<file path="config.mk">
export PLATFORM = sky130hd
export DESIGN_NAME = elevador_ctrl
export DESIGN_NICKNAME = d
export VERILOG_FILES = /design/src/rtl/elevador_ctrl.sv
export SDC_FILE = /design/constraint.sdc
export NUM_CORES = 1
export LEC_CHECK = 0
export BUFFER_PORTS_ARGS = -buffer_cell sky130_fd_sc_hd__buf_4
export CAP_MARGIN = 15
export CORE_ASPECT_RATIO = 0.7
export CORE_MARGIN = 4
export CORE_UTILIZATION = 50
export DETAILED_ROUTE_END_ITERATION = 10
export PLACE_DENSITY = 0.72
export SLEW_MARGIN = 10
export SYNTH_ARGS = -nofsm -noshare
export SYNTH_HDL_FRONTEND = slang
export SYNTH_SLANG_ARGS = --single-unit
</file>
<file path="constraint.sdc">
create_clock -name clk -period 2.8 [get_ports clk]
set_clock_uncertainty 0.2 [all_clocks]
set_input_delay 0.42 -clock clk [delete_from_list [all_inputs] [get_ports clk]]
set_output_delay 0.42 -clock clk [all_outputs]
set_load 0.005 [all_outputs]
</file>
<file path="src/rtl/elevador_ctrl.sv">
// ----------------------------------------------------------------------------
// elevador_ctrl
//
// Elevator car controller. It latches floor calls, moves the car using a
// collective (SCAN) policy, times floor transit and door dwell, and exports
// the floor index, a 2-bit direction code for the direction display, and the
// status bits for the panel LEDs.
//
// Parameters:
//   FLOORS       number of floors (2..16), numbered 0..FLOORS-1
//   MOVE_CYCLES  clock cycles to travel one floor (>=1)
//   DOOR_CYCLES  clock cycles the door stays open (>=1)
//   FW           floor index width, $clog2(FLOORS) (derived)
//
// Ports:
//   clk        in   system clock, rising edge
//   rst_n      in   asynchronous active-low reset
//   call       in   [FLOORS] floor call requests, bit i = floor i
//   floor      out  [FW] current car floor
//   dir_code   out  [2] 00 stopped, 01 up, 10 down, 11 door open
//   door_open  out  door open
//   moving     out  car travelling between floors
//   pending    out  [FLOORS] latched, not-yet-served calls
//   door_hold  in   holds the door open (only with ELEV_DOOR_HOLD_EN)
//
// Build option:
//   ELEV_DOOR_HOLD_EN  adds door_hold; while in DOOR with door_hold=1 the
//                      door counter is held at 0.
// ----------------------------------------------------------------------------
module elevador_ctrl #(
    parameter int FLOORS      = 4,
    parameter int MOVE_CYCLES = 4,
    parameter int DOOR_CYCLES = 8,
    localparam int FW         = $clog2(FLOORS)
) (
    input  logic              clk,
    input  logic              rst_n,
    input  logic [FLOORS-1:0] call,
    output logic [FW-1:0]     floor,
    output logic [1:0]        dir_code,
    output logic              door_open,
    output logic              moving,
    output logic [FLOORS-1:0] pending
`ifdef ELEV_DOOR_HOLD_EN
    ,
    input  logic              door_hold
`endif
);

    localparam int MAXC = (MOVE_CYCLES > DOOR_CYCLES) ? MOVE_CYCLES : DOOR_CYCLES;
    localparam int CW   = $clog2(MAXC + 1);

    // State encoding equals the display code, so dir_code is the state itself.
    typedef enum logic [1:0] {
        S_IDLE      = 2'b00,
        S_MOVE_UP   = 2'b01,
        S_MOVE_DOWN = 2'b10,
        S_DOOR      = 2'b11
    } state_e;

    typedef enum logic {
        DIR_UP   = 1'b0,
        DIR_DOWN = 1'b1
    } dir_e;

    state_e            state_q, state_d;
    dir_e              last_dir_q, last_dir_d;
    logic [FW-1:0]     floor_q, floor_d;
    logic [FLOORS-1:0] pending_q, pending_d;
    logic [CW-1:0]     cnt_q, cnt_d;

    logic              above, below;
    logic              door_entry;
    logic [FW-1:0]     serve_floor;
    logic [FW-1:0]     next_floor;
    logic              door_restart;

    // Any latched request strictly above / below the current floor.
    always_comb begin
        above = 1'b0;
        below = 1'b0;
        for (int i = 0; i < FLOORS; i++) begin
            if (pending_q[i] && (i > int'(floor_q))) above = 1'b1;
            if (pending_q[i] && (i < int'(floor_q))) below = 1'b1;
        end
    end

    // A call for the current floor while the door is open restarts the dwell;
    // with the hold option, door_hold pins the counter at 0 the same way.
    always_comb begin
        door_restart = call[floor_q];
`ifdef ELEV_DOOR_HOLD_EN
        door_restart = door_restart | door_hold;
`endif
    end

    always_comb begin
        // NOTE: every signal gets a default first so no path through the case
        // leaves it unassigned, which would otherwise infer a latch.
        state_d     = state_q;
        last_dir_d  = last_dir_q;
        floor_d     = floor_q;
        pending_d   = pending_q | call;
        cnt_d       = cnt_q + CW'(1);
        door_entry  = 1'b0;
        serve_floor = floor_q;
        next_floor  = floor_q;

        unique case (state_q)
            S_IDLE: begin
                cnt_d = '0;
                if (pending_q[floor_q]) begin
                    state_d    = S_DOOR;
                    door_entry = 1'b1;
                end else if (above) begin
                    state_d    = S_MOVE_UP;
                    last_dir_d = DIR_UP;
                end else if (below) begin
                    state_d    = S_MOVE_DOWN;
                    last_dir_d = DIR_DOWN;
                end
            end

            S_MOVE_UP, S_MOVE_DOWN: begin
                if (cnt_q == CW'(MOVE_CYCLES - 1)) begin
                    cnt_d      = '0;
                    next_floor = (state_q == S_MOVE_UP) ? floor_q + FW'(1)
                                                        : floor_q - FW'(1);
                    floor_d    = next_floor;
                    if (pending_q[next_floor]) begin
                        state_d     = S_DOOR;
                        door_entry  = 1'b1;
                        serve_floor = next_floor;
                    end
                end
            end

            S_DOOR: begin
                // The floor being served is never re-latched while open.
                pending_d[floor_q] = pending_q[floor_q];
                if (door_restart) begin
                    cnt_d = '0;
                end else if (cnt_q == CW'(DOOR_CYCLES - 1)) begin
                    cnt_d = '0;
                    if (last_dir_q == DIR_UP && above) begin
                        state_d = S_MOVE_UP;
                    end else if (last_dir_q == DIR_DOWN && below) begin
                        state_d = S_MOVE_DOWN;
                    end else if (above) begin
                        state_d    = S_MOVE_UP;
                        last_dir_d = DIR_UP;
                    end else if (below) begin
                        state_d    = S_MOVE_DOWN;
                        last_dir_d = DIR_DOWN;
                    end else begin
                        state_d = S_IDLE;
                    end
                end
            end

            default: state_d = S_IDLE;
        endcase

        // Serving a floor clears its bit, overriding a same-edge call to it.
        if (door_entry) begin
            pending_d[serve_floor] = 1'b0;
            cnt_d                  = '0;
        end
    end

    // NOTE: state registers use non-blocking assignments so every flop samples
    // the pre-edge values of the others, independent of statement order.
    always_ff @(posedge clk or negedge rst_n) begin
        if (!rst_n) begin
            state_q    <= S_IDLE;
            last_dir_q <= DIR_UP;
            floor_q    <= '0;
            pending_q  <= '0;
            cnt_q      <= '0;
        end else begin
            state_q    <= state_d;
            last_dir_q <= last_dir_d;
            floor_q    <= floor_d;
            pending_q  <= pending_d;
            cnt_q      <= cnt_d;
        end
    end

    // Outputs decode registered state only; no input reaches them directly.
    always_comb begin
        floor     = floor_q;
        pending   = pending_q;
        dir_code  = state_q;
        door_open = (state_q == S_DOOR);
        moving    = (state_q == S_MOVE_UP) || (state_q == S_MOVE_DOWN);
    end

endmodule

</file>
# Word level (Yosys, flattened, before mapping)
# Cells that the tools add are included.
dict set report totals {
  register_bits 13
  output_inout_bits 10
  elab_cells 105
  input_bits 6
}
dict set report classes {
  n_reduce_logical 17
  order_cmp 11
  bitwise_logic 4
  n_mux 52
  add_sub_neg 3
  n_eq_ne 13
}
# cell count
set ops {}
lappend ops {{$mux W2} 15}
lappend ops {{$mux W4} 6}
lappend ops {{$mux W1} 21}
lappend ops {{$ne A2 B2 Y1 const B} 6}
lappend ops {{$pmux W4 S3} 1}
lappend ops {{$logic_and A1 B1 Y1} 10}
lappend ops {{$lt A2 B3 Y1 const B} 3}
lappend ops {{$bmux W1 S2} 3}
lappend ops {{$pmux W2 S3} 1}
lappend ops {{$reduce_and A6 Y1} 1}
lappend ops {{$reduce_and A5 Y1} 1}
lappend ops {{$add A4 B1 Y4 const B} 1}
lappend ops {{$and A4 B4 Y4} 1}
lappend ops {{$bwmux W4} 1}
lappend ops {{$demux W1 S2} 2}
lappend ops {{$eq A2 B2 Y1 const B} 2}
lappend ops {{$eq A4 B2 Y1 const B} 1}
lappend ops {{$eq A4 B3 Y1 const B} 1}
lappend ops {{$ge A2 B1 Y1 const B} 2}
lappend ops {{$gt A2 B2 Y1 const A} 2}
lappend ops {{$lt A1 B2 Y1 const A} 2}
lappend ops {{$ne A4 B4 Y1 const B} 1}
lappend ops {{$not A4 Y4} 1}
lappend ops {{$or A4 B4 Y4} 1}
lappend ops {{other kinds (13)} 14}

# Logic depth before layout (Yosys ltp)
dict set report depth {
  depth_word 14
  mapped_depth 8
  mapped_depth_nobuf 7
}

# Worst setup path after synthesis
# Ideal clock, no wire load.
dict set report synth_timing {
  kind {register to register}
  start {register floor_q[0], in the netlist floor[0]}
  end {register pending_q[1], in the netlist pending[1]}
  t_arrival_ns 2.019
  path_slack_ns 0.486
  stages_incl_launch_ff 9
  t_required_ns 2.505
  setup_ns 0.095
  synth_period_minus_slack_ns 2.314
  n_path_buf 1
  path_cell_list {dfrtp_1 -> buf_6 -> inv_1 -> ha_1 -> xor2_1 -> mux2i_1 -> nand2_1 -> and4_2 -> o31ai_1}
}
dict set report synth_via {
  elab_chain_cells 14
  word_cells_on_any_way 29
  classes_between {add/sub (2); order compare (4); mux (19); bitwise (2); reduce/logical (2)}
}
# element line
set synth_lines {}
lappend synth_lines {{from (decl)} 68} ;# logic [FW-1:0] floor_q, floor_d;
lappend synth_lines {{from (signal assigned)} 183} ;# floor_q <= floor_d;
lappend synth_lines {{$sub A2 B1 Y2 / $add A2 B1 Y2 (equally long branches)} {128, 127}}
lappend synth_lines {{$mux W2} 127} ;# next_floor = (state_q == S_MOVE_UP) ? floor_q + FW'(1)
lappend synth_lines {{$bmux W1 S2} 130} ;# if (pending_q[next_floor]) begin
lappend synth_lines {{$mux W1 (implied by the code)} 130}
lappend synth_lines {{$mux W2} 130}
lappend synth_lines {{$mux W2} 125} ;# if (cnt_q == CW'(MOVE_CYCLES - 1)) begin
lappend synth_lines {{$mux W2} 109} ;# unique case (state_q)
lappend synth_lines {{$lt A2 B3 Y1 (implied by the code) / $ge A2 B1 Y1 (equally long branches)} 166} ;# pending_d[serve_floor] = 1'b0;
lappend synth_lines {{$logic_and A1 B1 Y1 (implied by the code)} 166}
lappend synth_lines {{$mux W1 (implied by the code)} 166}
lappend synth_lines {{$demux W1 S2} 166}
lappend synth_lines {{$not A4 Y4 (no line)} -}
lappend synth_lines {{$and A4 B4 Y4 (no line)} -}
lappend synth_lines {{$mux W4 (*)} 165} ;# if (door_entry) begin
lappend synth_lines {{named net pending_d[1]} 69} ;# logic [FLOORS-1:0] pending_q, pending_d;
lappend synth_lines {{to (signal assigned)} 184} ;# pending_q <= pending_d;
lappend synth_lines {{to (decl)} 69}
# Mark *: on every way through the listed nets, which the timed path passes. The rest lies on a longest branch. The select of a mux whose other input is x is not followed.
# A chain may end at the register's enable or synchronous reset.

# Final worst setup path
dict set report layout_timing {
  start {register floor_q[1], in the netlist floor[1]}
  end {register pending_q[1], in the netlist pending[1]}
}
# Same word-level chain as after synthesis.

==> impl_metrics.yaml <==
floorplanning:
  die_w_um: 62.6
  rows: 13
  core_area_um2: 1920
  ios: 16
  die_y_um: 46.2
  dieArea_um2: 2890
  start_util: 0.543
yosys:
  yosysTopAreaCell: "dfrtp_1"
  synth_edf_count: 0
  syn_nets: 127
  avgSynthCellArea_um2: 9.31
  ys_ff_latch: 13
  ys_warn_count: 0
  syn_area_um2: 1040
  seq_area_frac_synth: 0.312
  synthTopCellsByArea: "dfrtp_1 31%, ha_1 11%, mux4_2 4.3%, nand2_1 4.0%, nor2_1 4.0%"
  ys.flop_type: "dfrtp_1"
  yosysMostFrequentCell: "dfrtp_1"
  synth_top_area_share: 0.312
  syn_inst: 112
  yosysUniqueCellTypes: 40
  postSynth.asyncResetShare: 1.00
  yosys-top-cells-count: "13 x dfrtp_1, 11 x nand2_1, 11 x nor2_1"
power_and_ir_drop:
  peakVddDrop_uv: 600
  p_leak_nw: 0.545
  intPower_mw: 0.763
  p_sw_frac: 0.476
  powerDensity_nw_per_um2: 1210
  power_frac_seq: 0.254
  p_comb_frac: 0.666
  clkPwrFrac: 0.079
  p_switching_mw: 0.693
routing:
  drc_errors: 0
  wire_per_inst_um: 15.9
  wirelength_um: 2410
  first_iter_violations: 37
  drt_first_pass_iters: 5
  via_per_inst: 6.05
  antenna_left: 0
  vias: 920
placement:
  place_ws_ns: 0.319
  numPortBuffers: 15
  post-place-cells: 147
  routabilityCongestion: 0.889
  dp_hpwl_um: 1870
  placed_area_um2: 1160
setup_path:
  crit_path_top_delay_cell: "dfrtp_1"
  crit_arrival_ns: 2.55
  cp_num_buf_inv: 1
  slowest_delay_ns: 0.61
  path_depth: 7
  r2r_slack_ns: 0.24
  critical_path.max_fanout: 12
  path_cells: "inv_1 -> ha_1 -> xor2_1 -> mux2i_1 -> nand2_1 -> and4_2 -> o31ai_1"
  crit_required_ns: 2.78
  cp-endpoint: "pending[1]"
  r2r_end: "pending[1]"
  cp-startpoint: "floor[1]"
  critPathLaunchType: "flop"
  end_kind: "flop"
  crit_family: "flip-flops"
  critical_path_class: "flop to flop"
  rr_worst_depth: 7
  r2r_start: "floor[1]"
sta:
  fin_hold_ws_ns: 0.272
  hold_violations: 0
  rsz0062_at_grt: "false"
  setup_tns_ns: 0
  setup_viol: 0
  relSlewSlack: 0.543
  slew_violations: 0
  worst_pin_slew_ns: 0.686
  timing.final.crit_period_ns: 2.56
  finalCritPeriodShare: 0.916
  finalWorstSetupSlack_ns: 0.236
  timing.fmax_mhz: 390
clocking:
  numCtsBuffers: 3
  cts_tree: "done"
  clockRootBuffer: "clkbuf_4"
  clk_pin_slew_ns: 0.08
  cts.sinks: 13
  cts_buffer_depth: 2
  htree_levels: 1
  clock_latency_ns: 0.27
grt:
  grtUsageTotal: 0.172
  grt_pass1_vias: 821
  grt_pass1_wl_um: 3870
  grt_overflow: 0
  antenna_found_initial: 0
  grt_max_degree: 17
job:
  drv_cap: 0
final_layout:
  fillers: 166
  stdcell_area_um2: 1200
  fin_cells: 152
  area_growth_syn_to_layout_pct: 15.1
  layout.nets: 146
  diodes: 0
  drive_gt1_frac: 0.215
run_status:
  status: "completed"
hold_path:
  holdCritPathClass: "input pin to flop"
worst reg2reg max path: cells and delay by family (launching register included):
family                     cells  cell delay, ns
xor gates and xnor gates       1            0.31
buffers and inverters          1            0.13
adders and majority gates      1            0.32
DFF                            1            0.61
AOI/OAI and AO/OA              1            0.22
muxes                          1            0.28
and+or+nand+nor                2            0.40
registers in the layout (all words and copies together) (netlist names):
register and cells:
pending 4, dir_code 2, cnt_q 4, floor 2, last_dir_q 1
final cells by class:
type                       count  area, µm²  share of cell area
multi-input combinational     87        657               0.547
clock buffer                   4       26.3              0.0219
sequential                    13        325               0.271
timing repair buffer          17        130               0.108
inverter                       9       33.8              0.0282
tap                           22       27.5              0.0229
how the worst min path moves through the flow:
stage                     startpoint         end  slack, ns  depth (start not counted)
after floorplan                rst_n    cnt_q[0]      -0.08                          0
after global placement         rst_n    cnt_q[3]       0.07                          1
after detailed placement       rst_n    cnt_q[3]       0.08                          1
after CTS                    call[0]  pending[0]       0.26                          3
after global routing         call[0]  pending[0]       0.29                          3
final                        call[0]  pending[0]       0.27                          3
metrics by stage:
| step | util | total power [mW] |
|---|---|---|
| after floorplan | - | 1.06 |
| after global placement | 0.606 | 1.30 |
| after detailed placement | 0.606 | 1.33 |
| after CTS | 0.625 | 1.45 |
| after global routing | 0.625 | 1.57 |
| final | 0.625 | 1.46 |
kinds of logic (layout without fill, tap and decap cells):
logic type	Yosys count	in the layout	share of synthesized area
and+or+nand+nor	37	37	0.181
AOI/OAI and AO/OA	30	30	0.219
DFF	13	13	0.312
buffers and inverters	12	30	0.0576
adders and majority gates	9	9	0.108
xor gates and xnor gates	6	6	0.0504
muxes	5	5	0.0720
layout by cell type, fill, tap and decap left out, types with 3 or more instances in the layout:
cell type	synthesis	layout
inv_1	9	9
dfrtp_1	13	13
nor2_1	11	11
mux2i_1	3	3
xor2_1	3	3
and2_1	3	3
a31oi_1	3	3
xnor2_1	3	3
clkbuf_4	0	3
buf_4	0	16
nand2_1	11	11
ha_1	9	9
a21oi_1	6	6
per-layer routing:
| metal | global-route usage | routed length, µm | up-vias |
|---|---|---|---|
| met5 | 0 | 0 | - |
| li1 | - | - | 443 |
| met1 | 0.243 | 1200 | 438 |
| met2 | 0.261 | 1060 | 33 |
| met4 | 0.0307 | 19 | 0 |
| met3 | 0.0561 | 136 | 6 |
power groups by stage:
stage	Combinational (mW)	Clock [mW]	Sequential [mW]
after detailed placement	0.954	0	0.371
final	0.970	0.116	0.370
after CTS	0.960	0.118	0.367
after floorplan	0.708	0	0.347
after global routing	1.05	0.129	0.384
after global placement	0.938	0	0.366
timing repair:
action                    in CTS  in global routing
setup buffers                  0                  0
gates resized for setup        0                  0
hold endpoints to repair      13                  0
hold buffers                   1                  0
Note: power is estimated with default switching activity, not from simulation.
